===== src/rtl/fib_pkg.sv =====
// Shared constants for the Fibonacci term controller: default widths and FSM encoding.
package fib_pkg;

    localparam int unsigned WIDTH_DEF = 10;
    localparam int unsigned NW_DEF    = 6;

    localparam logic [1:0] ST_IDLE = 2'd0;
    localparam logic [1:0] ST_RUN  = 2'd1;
    localparam logic [1:0] ST_DONE = 2'd2;

endpackage


===== src/rtl/fib_term_ctrl_if.sv =====
// Request/response bus of the Fibonacci term controller.
// slave = controller side, master = requester/consumer side.
interface fib_term_ctrl_if
    import fib_pkg::*;
#(
    parameter int unsigned WIDTH = WIDTH_DEF,
    parameter int unsigned NW    = NW_DEF
);
    logic             req_valid;
    logic             req_ready;
    logic [NW-1:0]    req_n;
    logic             abort;
    logic             busy;
    logic             resp_valid;
    logic             resp_ready;
    logic [WIDTH-1:0] resp_value;
    logic             resp_ovf;

    modport slave (
        input  req_valid, req_n, abort, resp_ready,
        output req_ready, busy, resp_valid, resp_value, resp_ovf
    );

    modport master (
        output req_valid, req_n, abort, resp_ready,
        input  req_ready, busy, resp_valid, resp_value, resp_ovf
    );
endinterface


===== src/rtl/fib_step.sv =====
// Fibonacci step datapath: holds the (a, b) pair and its sticky overflow flags.
// Optional macro FIB_CTRL_SAT_EN: saturate b to all-ones once the sequence overflows;
// otherwise values wrap modulo 2^WIDTH.
module fib_step
    import fib_pkg::*;
#(
    parameter int unsigned WIDTH = WIDTH_DEF
) (
    input  logic             clk,
    input  logic             rst,
    input  logic             i_load,
    input  logic             i_step,
    output logic [WIDTH-1:0] o_a,
    output logic             o_a_ovf
);
    logic [WIDTH-1:0] r_a;
    logic [WIDTH-1:0] r_b;
    logic             r_a_ovf;
    logic             r_b_ovf;
    logic [WIDTH:0]   w_sum;
    logic             w_ovf_next;
    logic [WIDTH-1:0] w_b_next;

    // Next b and its overflow; a_ovf implies b_ovf, so b_ovf|carry covers every overflow.
    always_comb begin
        w_sum      = {1'b0, r_a} + {1'b0, r_b};
        w_ovf_next = r_a_ovf | r_b_ovf | w_sum[WIDTH];
`ifdef FIB_CTRL_SAT_EN
        w_b_next   = w_ovf_next ? '1 : w_sum[WIDTH-1:0];
`else
        w_b_next   = w_sum[WIDTH-1:0];
`endif
    end

    // Pair register: reload to (0, 1) on reset or new request, advance one term per step.
    always_ff @(posedge clk) begin
        if (rst || i_load) begin
            r_a     <= '0;
            r_b     <= WIDTH'(1);
            r_a_ovf <= 1'b0;
            r_b_ovf <= 1'b0;
        end else if (i_step) begin
            r_a     <= r_b;
            r_b     <= w_b_next;
            r_a_ovf <= r_b_ovf;
            r_b_ovf <= w_ovf_next;
        end
    end

    assign o_a     = r_a;
    assign o_a_ovf = r_a_ovf;

endmodule


===== src/rtl/fib_term_ctrl.sv =====
// Fibonacci term controller: accepts index N, steps the datapath N times and returns F(N)
// with an overflow flag. Optional macro FIB_CTRL_SAT_EN (in fib_step) saturates overflowed terms.
module fib_term_ctrl
    import fib_pkg::*;
#(
    parameter int unsigned WIDTH = WIDTH_DEF,
    parameter int unsigned NW    = NW_DEF
) (
    input  logic          clk,
    input  logic          rst,
    fib_term_ctrl_if.slave bus
);
    logic [1:0]       r_state;
    logic [NW-1:0]    r_cnt;
    logic             r_resp_valid;
    logic [WIDTH-1:0] r_resp_value;
    logic             r_resp_ovf;
    logic             w_load;
    logic             w_step;
    logic [WIDTH-1:0] w_a;
    logic             w_a_ovf;

    // Datapath controls; stepping is suppressed on abort since the run is being discarded.
    always_comb begin
        w_load = (r_state == ST_IDLE) && bus.req_valid;
        w_step = (r_state == ST_RUN) && (r_cnt != '0) && !bus.abort;
    end

    fib_step #(
        .WIDTH (WIDTH)
    ) u_step (
        .clk     (clk),
        .rst     (rst),
        .i_load  (w_load),
        .i_step  (w_step),
        .o_a     (w_a),
        .o_a_ovf (w_a_ovf)
    );

    // FSM, step counter and response registers; abort beats resp_ready in DONE.
    always_ff @(posedge clk) begin
        if (rst) begin
            r_state      <= ST_IDLE;
            r_cnt        <= '0;
            r_resp_valid <= 1'b0;
            r_resp_value <= '0;
            r_resp_ovf   <= 1'b0;
        end else begin
            case (r_state)
                ST_IDLE: begin
                    if (w_load) begin
                        r_cnt   <= bus.req_n;
                        r_state <= ST_RUN;
                    end
                end
                ST_RUN: begin
                    if (bus.abort) begin
                        r_state <= ST_IDLE;
                    end else if (r_cnt != '0) begin
                        r_cnt <= r_cnt - NW'(1);
                    end else begin
                        r_resp_value <= w_a;
                        r_resp_ovf   <= w_a_ovf;
                        r_resp_valid <= 1'b1;
                        r_state      <= ST_DONE;
                    end
                end
                ST_DONE: begin
                    if (bus.abort || bus.resp_ready) begin
                        r_resp_valid <= 1'b0;
                        r_state      <= ST_IDLE;
                    end
                end
                default: r_state <= ST_IDLE;
            endcase
        end
    end

    assign bus.req_ready  = (r_state == ST_IDLE);
    assign bus.busy       = (r_state == ST_RUN) || (r_state == ST_DONE);
    assign bus.resp_valid = r_resp_valid;
    assign bus.resp_value = r_resp_value;
    assign bus.resp_ovf   = r_resp_ovf;

endmodule

===== src/flat_wrapper.sv =====
// flat-port wrapper written by rule: the top's interface ports become plain ports
module fib_term_ctrl_flat import fib_pkg::*;
#(
    parameter int unsigned WIDTH = WIDTH_DEF,
    parameter int unsigned NW    = NW_DEF
)
  (clk, rst, bus_req_valid, bus_req_n, bus_abort, bus_resp_ready, bus_req_ready, bus_busy, bus_resp_valid, bus_resp_value, bus_resp_ovf);
  fib_term_ctrl_if #(.WIDTH(WIDTH), .NW(NW)) bus_i ();
  input  logic clk;
  input  logic rst;
  input wire logic [$bits(bus_i.req_valid)-1:0] bus_req_valid;
  input wire logic [$bits(bus_i.req_n)-1:0] bus_req_n;
  input wire logic [$bits(bus_i.abort)-1:0] bus_abort;
  input wire logic [$bits(bus_i.resp_ready)-1:0] bus_resp_ready;
  output wire logic [$bits(bus_i.req_ready)-1:0] bus_req_ready;
  output wire logic [$bits(bus_i.busy)-1:0] bus_busy;
  output wire logic [$bits(bus_i.resp_valid)-1:0] bus_resp_valid;
  output wire logic [$bits(bus_i.resp_value)-1:0] bus_resp_value;
  output wire logic [$bits(bus_i.resp_ovf)-1:0] bus_resp_ovf;
  assign bus_i.req_valid = bus_req_valid;
  assign bus_i.req_n = bus_req_n;
  assign bus_i.abort = bus_abort;
  assign bus_i.resp_ready = bus_resp_ready;
  assign bus_req_ready = bus_i.req_ready;
  assign bus_busy = bus_i.busy;
  assign bus_resp_valid = bus_i.resp_valid;
  assign bus_resp_value = bus_i.resp_value;
  assign bus_resp_ovf = bus_i.resp_ovf;
  fib_term_ctrl #(.WIDTH(WIDTH), .NW(NW)) u_core (.clk(clk), .rst(rst), .bus(bus_i));
endmodule

===== config.mk =====
export PLATFORM = sky130hd
export DESIGN_NAME = fib_term_ctrl_flat
export DESIGN_NICKNAME = d
export VERILOG_FILES = /design/src/rtl/fib_pkg.sv /design/src/rtl/fib_term_ctrl_if.sv /design/src/rtl/fib_step.sv /design/src/rtl/fib_term_ctrl.sv /design/src/flat_wrapper.sv
export SDC_FILE = /design/constraint.sdc
export NUM_CORES = 1
export LEC_CHECK = 0
export CORE_MARGIN = 5
export CORE_UTILIZATION = 50
export CTS_CLUSTER_DIAMETER = 50
export DETAILED_ROUTE_END_ITERATION = 10
export HOLD_SLACK_MARGIN = 0.15
export PLACE_DENSITY = 0.75
export SYNTH_ARGS = -nofsm -noshare
export SYNTH_HDL_FRONTEND = slang
export SYNTH_SLANG_ARGS = --single-unit

===== constraint.sdc =====
create_clock -name clk -period 2 [get_ports clk]
set_clock_uncertainty 0.2 [all_clocks]
set_input_delay 0.4 -clock clk [delete_from_list [all_inputs] [get_ports clk]]
set_output_delay 0.4 -clock clk [all_outputs]
set_load 0.03 [all_outputs]

# Word level (Yosys, flattened, before mapping)
# Cells that the tools add are included.
# op_classes
addsub,2
n_eq_ne,8
muxes,13
bitwise,4
n_reduce_logical,15
# op_table
op,count
6-bit 2-to-1 mux,3
6-bit one-hot mux with 2 select lines,1
10-bit by 10-bit adder with 11-bit output,1
2-bit 2-to-1 mux,4
4-bit AND reduction,2
2-bit by 1-bit != test with 1-bit output (second input constant),3
2-bit one-hot mux with 3 select lines,1
3-bit AND reduction,2
6-bit nonzero test,1
6-bit by 1-bit subtractor with 6-bit output (second input constant),1
2-bit != test (second input constant),2
2-bit nonzero test,2
1-bit logical AND,3
1-bit logical OR,3
1-bit 2-to-1 mux,3
3-bit != test (second input constant),1
2-bit by 1-bit == test with 1-bit output (second input constant),1
2-bit == test (second input constant),1
2-bit zero test,1
1-bit NOT,2
1-bit OR,2
1-bit one-hot mux with 2 select lines,1
1-bit zero test,1
# word_totals
register_bits,42
output_inout_bits,14

# Logic depth before layout (Yosys ltp)
# logic_depth
depth_word,4
mapped_depth,9
depth_no_buf,8

# Hierarchy
# A second synthesis with hierarchy kept.
# unflattened
cells_unflattened,257
area_unflattened_um2,2287.2
# by_module_without_submodules
module,n_inst,cells_each,area_each_um2
fib_step,1,123,1202.4
fib_term_ctrl,1,134,1084.8

# Least setup slack after synthesis
# OpenSTA, ideal clock, no wires.
# synth_timing
kind,register to register
start,"reg u_core.u_step.r_a[0], in the netlist u_core.u_step.o_a[0]"
end,reg u_core.u_step.r_b_ovf
arrival_time_ps,1676
required_time_ps,1685
slack_ps,10
path_stages_with_launch,9
synth_period_minus_slack_ps,1990
cell_sequence,dfxtp_1 > ha_1 > inv_1 > fa_1 > nor2b_1 > o21a_1 > o21a_1 > o21ai_0 > a2111oi_0
# synth_between
elab_chain_len,2
# synth_rtl
element,line_no,text
from (decl),fib_step.sv:16,logic [WIDTH-1:0] r_a;
from (signal assigned),fib_step.sv:43,r_a <= r_b;
10-bit by 10-bit adder with 11-bit output,fib_step.sv:26,"w_sum = {1'b0, r_a} + {1'b0, r_b};"
1-bit OR,fib_step.sv:27,w_ovf_next = r_a_ovf | r_b_ovf | w_sum[WIDTH];
to (signal assigned),fib_step.sv:46,r_b_ovf <= w_ovf_next;
to (decl),fib_step.sv:19,logic r_b_ovf;
# Every way passes these cells.
# A chain may end at the register's enable or synchronous reset.

# Worst setup path in the final report
# Same ends and word-level chain as after synthesis.

==> flow_summary_export.csv <==
group,metric,value,unit
status,status,"finished, violations left",
status,violations,"setup timing",
global_routing,grt_max_degree,20,
critical_path,endpoint_kind,"flop",
synthesis,yosysUniqueCellTypes,47,
min_path,hold_start,"u_core.u_step.r_b[2]$_SDFFE_PP0P_",
synthesis,avgSynthCellArea,8.47,um2
floorplanning,die-area,5950,um2
cts,cts_num_sinks,42,
floorplanning,ios,25,
synthesis,synth_nets,293,
power_and_ir_drop,peakVddDrop,0.559,mV
sta,fmax,0.471,GHz
critical_path,reg2reg_slack,-0.12,ns
cts,clkTransAtPathRegs,0.09,ns
detailed_routing,drc_errors,0,
synthesis,ys_ff_latch,42,
sta,fin_crit_sh,106,%
cells_and_area,nFillCells,339,
floorplanning,rows,24,
cells_and_area,nets,350,
sta,slew_headroom,73.2,%
detailed_routing,drtIter0Drc,90,
sta,setup_ws,-0.121,ns
min_path,worst_hold_path.num_cells,2,
critical_path,critPathKind,"flop to flop",
power_and_ir_drop,leakagePower,1.26,nW
critical_path,worstReg2RegStart,"u_core.u_step.o_a[0]$_SDFFE_PP0P_",
global_routing,grt_pass1_wl,9.05,mm
flow_run,maxCapViolations,0,
cells_and_area,area_growth,32.1,%
power_and_ir_drop,powerDensity,1090,nW/um2
cells_and_area,fin_util,68.4,%
cells_and_area,diodes,0,
sta,max_slew.worst_pin.slew,0.398,ns
detailed_routing,vias,2049,
placement,dp_slack,-0.190,ns
critical_path,setup.worst_path.start_class,"flop",
synthesis,synth-edff-count,0,
cts,cts_tree,"built",
floorplanning,fp.dieH,77.1,um
cells_and_area,final_common_cell,"nand2_1",
min_path,min_to,"u_core.u_step.r_b[2]$_SDFFE_PP0P_",
critical_path,reg2reg_depth,9,
placement,gp_congestion,0.922,
floorplanning,coreArea,4350,um2
critical_path,r2r-end,"u_core.u_step.r_b_ovf$_SDFFE_PP0P_",
sta,slew_viol_final,0,
cells_and_area,layout_common_cells,"nand2_1 (37), dfxtp_1 (36), buf_4 (35), a21oi_1 (29), clkdlybuf4s50_1 (22)",
synthesis,yosysWarnings,0,
global_routing,overflow,0,
synthesis,ys.flop_type,"dfxtp_1",
placement,placed_cells,363,
min_path,worstHoldPathType,"flop to flop",
synthesis,synth-async-reset-ratio,0,%
floorplanning,start_util,51.8,%
placement,io_buffers,24,
detailed_routing,totalWireLength,5.27,mm
power_and_ir_drop,p_total,3.25,mW
cells_and_area,drive_above_1_share,24.4,%
synthesis,yosysSeqAreaShare,37.3,%
sta,hold_viol,0,
detailed_routing,viasPerCell,5.45,
detailed_routing,dr.pass1.iters,4,
floorplanning,die_w,77.1,um
detailed_routing,wl_per_cell,14.0,um
cells_and_area,finalNonFillerCells,376,
detailed_routing,drtAntennaViolNets,0,
cts,cts_hold_buf,0,
cts,cts_buffer_depth,2,
sta,setup_viol,4,
synthesis,netlist_instances,266,
sta,grt_setup_unrepaired,"yes",
placement,dp_hpwl,3.80,mm
sta,hold-worst-slack,0.278,ns
cells_and_area,multiInputGateArea,1390,um2
cts,cts_root_buffer,"clkbuf_8",
global_routing,globalRouteTotalUtil,18.0,%
cts,cts_max_level,2,
cells_and_area,final-seq-area,848,um2
critical_path,required,2.00,ns
synthesis,synth_area,2250,um2
cts,clkLatencyLatePin,0.30,ns
cts,numCtsBuffers,5,
global_routing,antenna_found_initial,0,
critical_path,cp.arrival,2.12,ns
critical_path,crit_fanout,3,
global_routing,grt_pass1_vias,1999,
sta,period_minus_slack,2.12,ns
[cell usage after synthesis, types with 3 or more instances]
master / count / area [um2]
dfxtp_1: 42 / 841
clkbuf_1: 3 / 11.3
nand2_1: 38 / 143
a21o_1: 8 / 60.1
or3_1: 3 / 18.8
ha_1: 15 / 188
o21ai_0: 9 / 45.0
inv_1: 10 / 37.5
a21oi_1: 32 / 160
nor2_1: 21 / 78.8
nand3_1: 17 / 85.1
mux2i_1: 14 / 140
nor2b_1: 3 / 18.8
nor3_1: 5 / 25.0
o21a_1: 3 / 22.5
buf_2: 5 / 25.0
[worst max path at each step]
stage	startpoint	to	slack [ns]	cells after the start
5_1_grt	u_core.u_step.o_a[0]$_SDFFE_PP0P_	u_core.u_step.r_b_ovf$_SDFFE_PP0P_	-0.26	9
6_report	u_core.u_step.o_a[0]$_SDFFE_PP0P_	u_core.u_step.r_b_ovf$_SDFFE_PP0P_	-0.12	9
4_1_cts	u_core.u_step.o_a[0]$_SDFFE_PP0P_	u_core.u_step.r_b[4]$_SDFFE_PP0P_	-0.12	11
3_5_place_dp	u_core.u_step.o_a[0]$_SDFFE_PP0P_	u_core.u_step.r_b_ovf$_SDFFE_PP0P_	-0.19	8
3_3_place_gp	bus_abort	u_core.u_step.r_b[1]$_SDFFE_PP0P_	-0.08	7
2_1_floorplan	u_core.u_step.o_a[0]$_SDFFE_PP0P_	u_core.u_step.r_b_ovf$_SDFFE_PP0P_	0.01	8
[metal layers]
metal	up-vias	track usage [%]	wire length (um)
met3	7	4.22	187
met2	37	30.5	2580
met5	-	0	0
met1	952	22.9	2440
met4	0	4.64	67
li1	1053	-	-
[where the power goes]
part           internal [mW]  leakage (nW)  total (mW)  switching (mW)
logic                  0.768         0.879        1.66           0.895
clock network          0.245        0.0441       0.554           0.309
registers              0.935         0.342        1.04           0.101
total                   1.95          1.26        3.25            1.30
[worst max-delay path, stage by stage, from the launching register on]
cell,delay (ns)
dfxtp_2,0.36
ha_4,0.14
inv_2,0.04
fa_2,0.37
nor2b_1,0.14
o21a_1,0.16
buf_4,0.11
o21a_1,0.15
o21ai_2,0.07
a2111oi_2,0.28
[state kept, by name, summed over array words and instances (netlist names)]
name,flops
u_core.u_step.o_a_ovf,1
u_core.bus.resp_ovf,1
u_core.bus.resp_valid,1
u_core.u_step.r_b,10
u_core.r_state,2
u_core.u_step.r_b_ovf,1
u_core.u_step.o_a,10
u_core.bus.resp_value,10
u_core.r_cnt,6
[kinds of logic after synthesis]
group | count (synthesis) | synth area share, %
buffers and inverters | 22 | 5.11
AOI/OAI and AO/OA | 66 | 18.4
adders and majority gates | 16 | 9.22
xor gates and xnor gates | 2 | 0.777
DFF | 42 | 37.3
muxes | 14 | 6.22
and+or+nand+nor | 104 | 23.0
[stage by stage]
| step | instance area, um2 | TNS [ns] |
|---|---|---|
| after floorplan | 2250 | 0 |
| after global placement | 2750 | -0.740 |
| after detailed placement | 2750 | -1.33 |
| after CTS | 2880 | -0.293 |
| after global routing | 2980 | -0.875 |
| final | 2980 | -0.379 |
[repair_timing]
action,4_1_cts,5_1_grt
endpoints found under the setup margin,6,11
gates resized for setup,10,22
buffers inserted,3,2
pin swaps,7,11
[final cells by class]
| cell class | instances | area share [%] |
|---|---|---|
| Timing Repair Buffer | 62 | 18.4 |
| Sequential cell | 42 | 28.5 |
| Tap cell | 52 | 2.18 |
| Clock buffer | 5 | 2.31 |
| Multi-Input combinational cell | 202 | 46.6 |
| Clock inverter | 3 | 0.714 |
| Inverter | 10 | 1.26 |
(Power assumes the default switching activity.)
